File: src/rtl/eth_mgmt_arbiter_if.sv
// -----------------------------------------------------------------------------
// eth_mgmt_arbiter_if
//   Bundles the two requester command channels, the completion channel and the
//   management-port signals of eth_mgmt_arbiter.
//
//   slave  : arbiter side (consumes requests, drives responses and mgmt port)
//   master : requester / environment side (drives requests and mgmt_rd_data)
//
//   Signals
//     reqN_valid  command pending on requester N
//     reqN_ready  requester N's command accepted this cycle
//     reqN_rd     1 = read, 0 = write
//     reqN_addr   16-bit management register address
//     reqN_wdata  32-bit write data
//     rsp_valid   single-cycle completion pulse
//     rsp_id      requester that owns the completing command
//     rsp_rdata   read data (0 for writes), held until the next completion
//     mgmt_ctrl_addr  {14'b0, rd_strobe, wr_strobe, addr}
//     mgmt_wr_data    write data towards the management port
//     mgmt_rd_data    read data from the management port, already in clk
//     busy        arbiter is handling a command
// -----------------------------------------------------------------------------
interface eth_mgmt_arbiter_if;
  logic        req0_valid;
  logic        req0_ready;
  logic        req0_rd;
  logic [15:0] req0_addr;
  logic [31:0] req0_wdata;

  logic        req1_valid;
  logic        req1_ready;
  logic        req1_rd;
  logic [15:0] req1_addr;
  logic [31:0] req1_wdata;

  logic        rsp_valid;
  logic        rsp_id;
  logic [31:0] rsp_rdata;

  logic [31:0] mgmt_ctrl_addr;
  logic [31:0] mgmt_wr_data;
  logic [31:0] mgmt_rd_data;

  logic        busy;

  modport slave (
    input  req0_valid, req0_rd, req0_addr, req0_wdata,
    input  req1_valid, req1_rd, req1_addr, req1_wdata,
    input  mgmt_rd_data,
    output req0_ready, req1_ready,
    output rsp_valid, rsp_id, rsp_rdata,
    output mgmt_ctrl_addr, mgmt_wr_data,
    output busy
  );

  modport master (
    output req0_valid, req0_rd, req0_addr, req0_wdata,
    output req1_valid, req1_rd, req1_addr, req1_wdata,
    output mgmt_rd_data,
    input  req0_ready, req1_ready,
    input  rsp_valid, rsp_id, rsp_rdata,
    input  mgmt_ctrl_addr, mgmt_wr_data,
    input  busy
  );
endinterface

File: src/rtl/eth_mgmt_arbiter.sv
// -----------------------------------------------------------------------------
// eth_mgmt_arbiter
//   Arbitrates two requesters onto a slow management port that lives in a
//   different clock domain. Each command is presented by holding the read or
//   write strobe for HOLD_CYCLES so the far side can sample it, then clearing
//   the strobes for SETTLE_CYCLES before read data (already synchronised into
//   clk) is captured and a one-cycle completion is returned.
//
//   Parameters
//     HOLD_CYCLES   strobe assertion length in cycles (1..255)
//     SETTLE_CYCLES strobe-low settle time before capture (1..255)
//
//   Ports
//     clk    single clock
//     rst_n  asynchronous active-low reset
//     bus    eth_mgmt_arbiter_if.slave: requester channels, completion channel,
//            management port and busy flag
//
//   Timing for a command accepted at cycle T:
//     ISSUE    T+1 .. T+HOLD
//     RELEASE  T+HOLD+1 .. T+HOLD+SETTLE
//     CAPTURE  T+HOLD+SETTLE+1 (rsp_valid high)
//     IDLE     from T+HOLD+SETTLE+2, earliest next acceptance
// -----------------------------------------------------------------------------
module eth_mgmt_arbiter #(
  parameter int HOLD_CYCLES   = 8,
  parameter int SETTLE_CYCLES = 16
) (
  input  logic                clk,
  input  logic                rst_n,
  eth_mgmt_arbiter_if.slave   bus
);

  typedef enum logic [1:0] {
    IDLE    = 2'd0,
    ISSUE   = 2'd1,
    RELEASE = 2'd2,
    CAPTURE = 2'd3
  } state_t;

  // Counter reload values; the state advances when the counter reads 0, so a
  // reload of N-1 gives a phase exactly N cycles long.
  localparam logic [7:0] HOLD_LD   = 8'(HOLD_CYCLES - 1);
  localparam logic [7:0] SETTLE_LD = 8'(SETTLE_CYCLES - 1);

  state_t      state;
  logic [7:0]  cnt;
  logic        last_grant;
  logic        cmd_rd;
  logic        cmd_id;
  logic [31:0] rdata_q;

  logic        grant_vld;
  logic        grant_id;
  logic        sel_rd;
  logic [15:0] sel_addr;
  logic [31:0] sel_wdata;

  // Combinational grant, only meaningful in IDLE. On a tie the requester that
  // was not served last wins; last_grant resets to 1 so req0 wins first.
  always_comb begin
    grant_vld = 1'b0;
    grant_id  = 1'b0;
    if (state == IDLE) begin
      if (bus.req0_valid && bus.req1_valid) begin
        grant_vld = 1'b1;
        grant_id  = ~last_grant;
      end else if (bus.req0_valid) begin
        grant_vld = 1'b1;
        grant_id  = 1'b0;
      end else if (bus.req1_valid) begin
        grant_vld = 1'b1;
        grant_id  = 1'b1;
      end
    end
  end

  assign bus.req0_ready = grant_vld & ~grant_id;
  assign bus.req1_ready = grant_vld &  grant_id;

  assign sel_rd    = grant_id ? bus.req1_rd    : bus.req0_rd;
  assign sel_addr  = grant_id ? bus.req1_addr  : bus.req0_addr;
  assign sel_wdata = grant_id ? bus.req1_wdata : bus.req0_wdata;

  // Command sequencer. The mgmt_ctrl_addr / mgmt_wr_data registers double as
  // the latched address and write data of the command in flight.
  always_ff @(posedge clk or negedge rst_n) begin
    if (!rst_n) begin
      state              <= IDLE;
      cnt                <= 8'd0;
      last_grant         <= 1'b1;
      cmd_rd             <= 1'b0;
      cmd_id             <= 1'b0;
      rdata_q            <= 32'd0;
      bus.mgmt_ctrl_addr <= 32'd0;
      bus.mgmt_wr_data   <= 32'd0;
      bus.rsp_valid      <= 1'b0;
      bus.rsp_id         <= 1'b0;
    end else begin
      bus.rsp_valid <= 1'b0;
      case (state)
        IDLE: begin
          if (grant_vld) begin
            state              <= ISSUE;
            cnt                <= HOLD_LD;
            last_grant         <= grant_id;
            cmd_rd             <= sel_rd;
            cmd_id             <= grant_id;
            bus.mgmt_ctrl_addr <= {14'b0, sel_rd, ~sel_rd, sel_addr};
            bus.mgmt_wr_data   <= sel_rd ? 32'd0 : sel_wdata;
          end
        end
        ISSUE: begin
          if (cnt == 8'd0) begin
            state                     <= RELEASE;
            cnt                       <= SETTLE_LD;
            bus.mgmt_ctrl_addr[17:16] <= 2'b00;
          end else begin
            cnt <= cnt - 8'd1;
          end
        end
        RELEASE: begin
          if (cnt == 8'd0) begin
            state         <= CAPTURE;
            bus.rsp_valid <= 1'b1;
            bus.rsp_id    <= cmd_id;
          end else begin
            cnt <= cnt - 8'd1;
          end
        end
        CAPTURE: begin
          state              <= IDLE;
          bus.mgmt_ctrl_addr <= 32'd0;
          rdata_q            <= cmd_rd ? bus.mgmt_rd_data : 32'd0;
        end
        default: begin
          state <= IDLE;
        end
      endcase
    end
  end

  // During CAPTURE the response carries the read data present in that same
  // cycle; the registered copy taken at the end of CAPTURE holds it afterwards.
  assign bus.rsp_rdata = (state == CAPTURE) ? (cmd_rd ? bus.mgmt_rd_data : 32'd0)
                                            : rdata_q;

  assign bus.busy = (state != IDLE);

endmodule

File: src/flat_wrapper.sv
// flat-port wrapper written by rule: the top's interface ports become plain ports
module eth_mgmt_arbiter_flat 
#(
  parameter int HOLD_CYCLES   = 8,
  parameter int SETTLE_CYCLES = 16
)
  (clk, rst_n, bus_req0_valid, bus_req0_rd, bus_req0_addr, bus_req0_wdata, bus_req1_valid, bus_req1_rd, bus_req1_addr, bus_req1_wdata, bus_mgmt_rd_data, bus_req0_ready, bus_req1_ready, bus_rsp_valid, bus_rsp_id, bus_rsp_rdata, bus_mgmt_ctrl_addr, bus_mgmt_wr_data, bus_busy);
  eth_mgmt_arbiter_if bus_i ();
  input  logic clk;
  input  logic rst_n;
  input wire logic [$bits(bus_i.req0_valid)-1:0] bus_req0_valid;
  input wire logic [$bits(bus_i.req0_rd)-1:0] bus_req0_rd;
  input wire logic [$bits(bus_i.req0_addr)-1:0] bus_req0_addr;
  input wire logic [$bits(bus_i.req0_wdata)-1:0] bus_req0_wdata;
  input wire logic [$bits(bus_i.req1_valid)-1:0] bus_req1_valid;
  input wire logic [$bits(bus_i.req1_rd)-1:0] bus_req1_rd;
  input wire logic [$bits(bus_i.req1_addr)-1:0] bus_req1_addr;
  input wire logic [$bits(bus_i.req1_wdata)-1:0] bus_req1_wdata;
  input wire logic [$bits(bus_i.mgmt_rd_data)-1:0] bus_mgmt_rd_data;
  output wire logic [$bits(bus_i.req0_ready)-1:0] bus_req0_ready;
  output wire logic [$bits(bus_i.req1_ready)-1:0] bus_req1_ready;
  output wire logic [$bits(bus_i.rsp_valid)-1:0] bus_rsp_valid;
  output wire logic [$bits(bus_i.rsp_id)-1:0] bus_rsp_id;
  output wire logic [$bits(bus_i.rsp_rdata)-1:0] bus_rsp_rdata;
  output wire logic [$bits(bus_i.mgmt_ctrl_addr)-1:0] bus_mgmt_ctrl_addr;
  output wire logic [$bits(bus_i.mgmt_wr_data)-1:0] bus_mgmt_wr_data;
  output wire logic [$bits(bus_i.busy)-1:0] bus_busy;
  assign bus_i.req0_valid = bus_req0_valid;
  assign bus_i.req0_rd = bus_req0_rd;
  assign bus_i.req0_addr = bus_req0_addr;
  assign bus_i.req0_wdata = bus_req0_wdata;
  assign bus_i.req1_valid = bus_req1_valid;
  assign bus_i.req1_rd = bus_req1_rd;
  assign bus_i.req1_addr = bus_req1_addr;
  assign bus_i.req1_wdata = bus_req1_wdata;
  assign bus_i.mgmt_rd_data = bus_mgmt_rd_data;
  assign bus_req0_ready = bus_i.req0_ready;
  assign bus_req1_ready = bus_i.req1_ready;
  assign bus_rsp_valid = bus_i.rsp_valid;
  assign bus_rsp_id = bus_i.rsp_id;
  assign bus_rsp_rdata = bus_i.rsp_rdata;
  assign bus_mgmt_ctrl_addr = bus_i.mgmt_ctrl_addr;
  assign bus_mgmt_wr_data = bus_i.mgmt_wr_data;
  assign bus_busy = bus_i.busy;
  eth_mgmt_arbiter #(.HOLD_CYCLES(HOLD_CYCLES), .SETTLE_CYCLES(SETTLE_CYCLES)) u_core (.clk(clk), .rst_n(rst_n), .bus(bus_i));
endmodule
File: config.mk
export PLATFORM = sky130hd
export DESIGN_NAME = eth_mgmt_arbiter_flat
export DESIGN_NICKNAME = d
export VERILOG_FILES = /design/src/rtl/eth_mgmt_arbiter_if.sv /design/src/rtl/eth_mgmt_arbiter.sv /design/src/flat_wrapper.sv
export SDC_FILE = /design/constraint.sdc
export NUM_CORES = 1
export LEC_CHECK = 0
export ABC_AREA = 1
export CAP_MARGIN = 20
export CELL_PAD_IN_SITES_DETAIL_PLACEMENT = 0
export CELL_PAD_IN_SITES_GLOBAL_PLACEMENT = 1
export CORE_ASPECT_RATIO = 1.75
export CORE_UTILIZATION = 30
export DETAILED_ROUTE_END_ITERATION = 10
export PLACE_DENSITY = 0.83
export RECOVER_POWER = 50
export SLEW_MARGIN = 20
export SYNTH_ARGS = -nofsm -noshare
export SYNTH_HDL_FRONTEND = slang
export SYNTH_SLANG_ARGS = --single-unit
File: constraint.sdc
create_clock -name clk -period 5.1 [get_ports clk]
set_clock_uncertainty 0.15 [all_clocks]
set_input_delay 1.02 -clock clk [delete_from_list [all_inputs] [get_ports clk]]
set_output_delay 1.02 -clock clk [all_outputs]
set_load 0.01 [all_outputs]
==> results.sh, run 1 <==
export IMPL_ys_top_cells_by_area="dfrtp_1, nand2_1, nand3_1, nor2_1, inv_1"
export IMPL_crit_chain="ha_1 -> inv_1 -> nand2_1 -> nand2_1 -> clkdlybuf4s50_1"
export IMPL_grt_max_degree=63
export IMPL_firstDrtPassIters=4
export IMPL_yosys_register_bits=97
export IMPL_crit_path_start_kind="flip-flop"
export IMPL_area_delta_synth_final_pct=56.1
export IMPL_yosysMostFrequentCell="nand2_1"
export IMPL_cap_violations=1
export IMPL_routed_wl_um=14700
export IMPL_drc=0
export IMPL_synth_common_cells="nand2_1, dfrtp_1, nor2_1"
export IMPL_ff_latch_area_um2=2430
export IMPL_dieArea_um2=16300
export IMPL_finalMaxSlewViolations=37
export IMPL_track_usage_pct=18.4
export IMPL_p_leak_nw=3.67
export IMPL_relSlewSlack_pct=-36.4
export IMPL_cts_clk_slew_worst_paths_ps=70
export IMPL_netlist_area_leader_share_pct=50.8
export IMPL_ctsResizeCount=0
export IMPL_rsz0062_at_grt="false"
export IMPL_num_fill_cells=1517
export IMPL_clk_path_buf_depth=2
export IMPL_grt_overflow=0
export IMPL_cp_arrival_ps=2620
export IMPL_period_minus_slack_ps=3790
export IMPL_cts_buffers=9
export IMPL_clock_fmax_mhz=264
export IMPL_worstMarginPinSlew_ps=2050
export IMPL_num_vias=4613
export IMPL_final_area_um2=7370
export IMPL_core_area_um2=15400
export IMPL_die_height_um=168
export IMPL_cts_tree="yes"
export IMPL_grt_first_pass_wirelength_um=23700
export IMPL_startpoint="u_core.state[1]$_DFFE_PN0P_"
export IMPL_place_congestion=0.831
export IMPL_vdd_drop_max_mv=0.186
export IMPL_async_flop_share_pct=100
export IMPL_htreeDepth=3
export IMPL_post_route_period_util_pct=74.3
export IMPL_synth_cell_types=24
export IMPL_yosysTopAreaCell="dfrtp_1"
export IMPL_insertion_delay_ps=340
export IMPL_die_w_um=96.9
export IMPL_wire_per_inst_um=14.4
export IMPL_setup_viol=0
export IMPL_dp_hpwl_um=10600
export IMPL_postCtsHoldBufs=0
export IMPL_status="finished with violations"
export IMPL_cpMostUsedCell="nand2_1"
export IMPL_syn_avg_cell_area_um2=7.50
export IMPL_r2r_start="u_core.state[0]$_DFFE_PN0P_"
export IMPL_ant_nets=0
export IMPL_drive_gt1_share_pct=3.22
export IMPL_drt_iter0_markers=237
export IMPL_tritoncts_num_sinks=97
export IMPL_hold_viol_final=0
export IMPL_violations="max-capacitance violations, max-slew violations"
export IMPL_antenna_cells=0
export IMPL_fin_setup_tns_ps=0
export IMPL_portBuffers=220
export IMPL_start_util_pct=30.7
export IMPL_clockRootBuffer="clkbuf_16"
export IMPL_cts_setup_buffers=0
export IMPL_viasPerCell=4.50
export IMPL_critPathCaptureType="output port"
export IMPL_antenna_found_initial=0
export IMPL_placed_area_um2=7010
export IMPL_critical_path_slowest_cell="inv_1"
export IMPL_synth_enable_flop_cells=0
export IMPL_cp_max_fo=35
export IMPL_netlist_area_um2=4720
export IMPL_critPathMaxStageDelay_ps=810
export IMPL_num_rows=60
export IMPL_path_class="reg2out"
export IMPL_yosysWarnings=0
export IMPL_final_nets=974
export IMPL_multiInputGateArea_um2=1970
export IMPL_hold_path_class="reg2reg"
export IMPL_synthCells=630
export IMPL_grt_pass1_vias=4631
export IMPL_synth_seq_area_share_pct=51.4
export IMPL_hp_start="u_core.last_grant$_DFFE_PN1P_"
export IMPL_io_pins=235
export IMPL_powerDensity_nw_per_um2=560
export IMPL_crit_required_ps=3930
export IMPL_ys_flop_type="dfrtp_1"
==> power breakdown <==
group / switching, W / internal [W] / total (W)
combinational: 0.00110 / 0.000934 / 0.00204
clock: 0.000303 / 0.000530 / 0.000834
sequential: 0.000181 / 0.00108 / 0.00126
total: 0.00159 / 0.00254 / 0.00413
==> logic make-up after synthesis <==
group,after synthesis,share of synthesized area [%]
simple gates,386,32.0
flops,97,51.4
buf+inv,84,8.18
compound gates,54,6.38
fa+ha+maj,6,1.59
xor+xnor,2,0.371
other cells,1,0.0794
==> final cells by class <==
class,count,share of cell area [%]
clock buffers,9,3.05
clock inverters,6,1.87
inverters,39,1.99
multi-input cells,462,26.7
flip-flops and latches,97,32.9
well taps,186,3.16
repair buffers,225,30.3
==> placed cells by master (no fill, tap or decap), types with 2 or more instances in the layout <==
cell type	count
o211ai_1	2
o21ai_1	5
ha_1	6
o22ai_1	16
dfrtp_1	95
clkbuf_16	9
nand2_1	305
inv_1	38
bufinv_16	4
inv_6	2
buf_4	5
nand3_1	39
xor2_1	2
nor2_1	40
dlygate4sd3_1	5
o21ai_0	24
conb_1	14
clkdlybuf4s50_1	214
a21oi_1	4
==> state kept, by name, indices dropped and copies added (netlist names) <==
signal	cells
u_core.bus.mgmt_ctrl_addr	18
u_core.bus.mgmt_wr_data	32
u_core.bus.rsp_id	1
u_core.bus.rsp_valid	1
u_core.cmd_id	1
u_core.cmd_rd	1
u_core.cnt	8
u_core.last_grant	1
u_core.rdata_q	32
u_core.state	2
==> per-stage QoR <==
stage / power, W / util [%] / worst slack [ps] / hold slack, ps / cells
2_1_floorplan: 0.00232 / - / 2150 / 294 / 643
3_3_place_gp: 0.00332 / 45.6 / 1450 / 302 / 1009
3_5_place_dp: 0.00334 / 45.6 / 1440 / 304 / 1009
4_1_cts: 0.00419 / 47.9 / 1220 / 314 / 1024
5_1_grt: 0.00445 / 47.9 / 1080 / 344 / 1024
6_report: 0.00413 / 47.9 / 1310 / 314 / 1024
==> path summary, 6_finish.rpt <==
kind / to / slack (ps) / depth (start not counted)
worst max-delay path: bus_rsp_rdata[15] / 1310 / 5
min in group asynchronous: u_core.rdata_q[22]$_DFF_PN0_ / 590 / 1
worst min register to register: u_core.last_grant$_DFFE_PN1P_ / 310 / 2
worst max register to register: u_core.bus.mgmt_wr_data[28]$_DFFE_PN0P_ / 2330 / 9
worst min-delay path: u_core.last_grant$_DFFE_PN1P_ / 310 / 2
max in group asynchronous: u_core.rdata_q[18]$_DFF_PN0_ / 1790 / 2
==> layer usage <==
layer,routed length (um),share of wire (%),global-route usage [%],up-vias
met4,580,3.9,8.50,0
met5,0,0,0,-
met3,584,4.0,3.61,31
met1,5680,39,20.3,2117
met2,7900,54,33.6,138
li1,-,-,-,2327
==> worst max-delay path, delay by kind of cell (launching register included) <==
family                   cells  cell delay [ps]
adder cells (fa/ha/maj)      1              210
buffers and inverters        2             1400
flip-flops                   1              420
AND/OR/NAND/NOR              2              240
No activity file was read; power rests on OpenSTA's default activity.
==> inputs of run 2 (changes only) <==
Settings changed: CORE_UTILIZATION 30 to 28, PLACE_DENSITY 0.83 to 0.78.
Clock period 5.1 ns to 3.75 ns, I/O delays scaled along.
==> run 2 against run 1 <==
Net effect: the run still ends with max-capacitance violations, max-slew violations left; combinational power is 39% higher; hold slack better by 6.6 ps; flip-flop and latch count stayed put; total power is 32% higher; clock-buffer cell count is 1 higher; sequential share of layout area is 0.12 points lower; critical path depth stayed put.
==> results.sh, run 2 (synthesis results as in run 1) <==
export IMPL_status="finished with violations"
export IMPL_violations="max-capacitance violations, max-slew violations"
export IMPL_clk_path_buf_depth=2
export IMPL_insertion_delay_ps=340
export IMPL_vdd_drop_max_mv=0.259
export IMPL_cap_violations=1
export IMPL_place_congestion=0.820
export IMPL_viasPerCell=4.30
export IMPL_final_nets=980
export IMPL_clock_fmax_mhz=304
export IMPL_cts_clk_slew_worst_paths_ps=70
export IMPL_reg_top3="u_core.bus.mgmt_wr_data x32, u_core.rdata_q x32, u_core.bus.mgmt_ctrl_addr x18"
export IMPL_antenna_found_initial=0
export IMPL_firstDrtPassIters=4
export IMPL_portBuffers=220
export IMPL_hold_path_class="reg2reg"
export IMPL_post_route_period_util_pct=87.7
export IMPL_worst_path_buf_inv=3
export IMPL_cts_setup_buffers=0
export IMPL_crit_required_ps=2850
export IMPL_final_util_pct=45.0
export IMPL_drc=0
export IMPL_path_class="in2out"
export IMPL_cts_buffers=9
export IMPL_drt_iter0_markers=142
export IMPL_die_height_um=174
export IMPL_crit_path_start_kind="input pin"
export IMPL_die_w_um=100
export IMPL_critPathTopFamily="buffers and inverters"
export IMPL_hold_viol_final=0
export IMPL_p_leak_nw=3.67
export IMPL_area_delta_synth_final_pct=56.6
export IMPL_io_pins=235
export IMPL_cts_tree="yes"
export IMPL_core_area_um2=16400
export IMPL_setup_viol=0
export IMPL_ant_nets=0
export IMPL_num_rows=62
export IMPL_dieArea_um2=17400
export IMPL_start_util_pct=28.7
export IMPL_ctsResizeCount=0
export IMPL_fin_setup_tns_ps=0
export IMPL_antenna_cells=0
export IMPL_critPathMaxStageDelay_ps=600
export IMPL_drive_gt1_share_pct=3.67
export IMPL_cp_arrival_ps=2390
export IMPL_dp_hpwl_um=11300
export IMPL_crit_chain="dlygate4sd3_1 -> nand2_1 -> nand3_2 -> inv_2 -> clkdlybuf4s50_1"
export IMPL_cp_max_fo=14
export IMPL_wire_per_inst_um=14.2
export IMPL_grt_pass1_vias=4698
export IMPL_tritoncts_num_sinks=97
export IMPL_num_fill_cells=1722
export IMPL_critPathCaptureType="output port"
export IMPL_finalMaxSlewViolations=60
export IMPL_grt_overflow=0
export IMPL_track_usage_pct=17.9
export IMPL_worstMarginPinSlew_ps=1530
export IMPL_period_minus_slack_ps=3290
export IMPL_num_vias=4598
export IMPL_postCtsHoldBufs=0
export IMPL_grt_first_pass_wirelength_um=23900
export IMPL_htreeDepth=3
export IMPL_clockRootBuffer="clkbuf_16"
export IMPL_powerDensity_nw_per_um2=739
export IMPL_layout_common_cells="nand2_1, clkdlybuf4s50_1, dfrtp_1"
export IMPL_final_common_cell="nand2_1"
export IMPL_relSlewSlack_pct=-1.98
export IMPL_rsz0062_at_grt="false"
export IMPL_routed_wl_um=15200
export IMPL_grt_max_degree=60
export IMPL_critical_path_slowest_cell="dlygate4sd3_1"
run 2: cell types whose count changed in the layout (fill, tap and decap cells not counted), sizes merged:
cell | before | now
bufinv | 4 | 1
inv | 41 | 40
clkdlybuf4s50 | 214 | 213
clkinvlp | 0 | 1
clkbuf | 10 | 15
dlygate4sd3 | 5 | 6
clkinv | 0 | 3
buf | 5 | 7
run 2: final timing paths:
path	from	slack, ps	depth (start not counted)	to
setup reg to reg	u_core.state[0]$_DFFE_PN0P_	820	10	u_core.bus.mgmt_wr_data[27]$_DFFE_PN0P_
hold reg to reg	u_core.last_grant$_DFFE_PN1P_	320	2	u_core.last_grant$_DFFE_PN1P_
max in group asynchronous	rst_n	1120	2	u_core.bus.mgmt_ctrl_addr[3]$_DFFE_PN0P_
min in group asynchronous	rst_n	610	1	u_core.rdata_q[18]$_DFF_PN0_
hold / removal	u_core.last_grant$_DFFE_PN1P_	320	2	u_core.last_grant$_DFFE_PN1P_
setup / recovery	bus_req0_valid	460	5	bus_req1_ready
run 2: stage by stage:
step / std cells / hold slack [ps] / total power [W] / cell area [um2] / worst slack [ps]
2_1_floorplan: 643 / 294 / 0.00316 / 4770 / 1340
5_1_grt: 1069 / 346 / 0.00591 / 7400 / 372
3_3_place_gp: 1053 / 308 / 0.00459 / 7130 / 561
4_1_cts: 1069 / 327 / 0.00558 / 7430 / 555
3_5_place_dp: 1053 / 312 / 0.00461 / 7130 / 562
6_report: 1069 / 321 / 0.00547 / 7400 / 459
run 2: where the power goes:
part,total [W],internal (W),switching (W)
sequential,0.00169,0.00146,0.000227
clock,0.000937,0.000521,0.000416
combinational,0.00284,0.00130,0.00154
run 2: area by class of cell:
class | instances | area [um2] | area share (%)
Sequential cell | 97 | 2430 | 32.8
Timing Repair Buffer | 231 | 2280 | 30.8
Multi-Input combinational cell | 462 | 1970 | 26.6
Tap cell | 224 | 280 | 3.79
Clock buffer | 10 | 229 | 3.09
Inverter | 39 | 146 | 1.98
Clock inverter | 6 | 65.1 | 0.879
run 2: worst reg2reg max path, cell delays in order, from the launching register on:
cell and delay [ps]:
dfrtp_1 400, inv_1 120, ha_1 370, nand3_2 150, clkbuf_2 610, nand2_1 310, nand2_1 140, nor2_4 290
buf_12 210, nand2_1 70, nand2_1 60
run 2: metal layers:
layer  part of all wire [%]  vias up  routed length [um]  global-route usage [%]
met5                      0        -                   0                       0
met3                    3.4       25                 511                    2.34
met4                    3.2        0                 487                    7.55
met2                     56      124                8530                    34.0
met1                     37     2105                5690                    19.3
li1                       -     2344                   -                       -
==> inputs of run 3 (changes only) <==
Settings changed: SKIP_LAST_GASP set to 1.
==> results of run 3 <==
Final layout, timing and power as in run 2 (identical DEF).
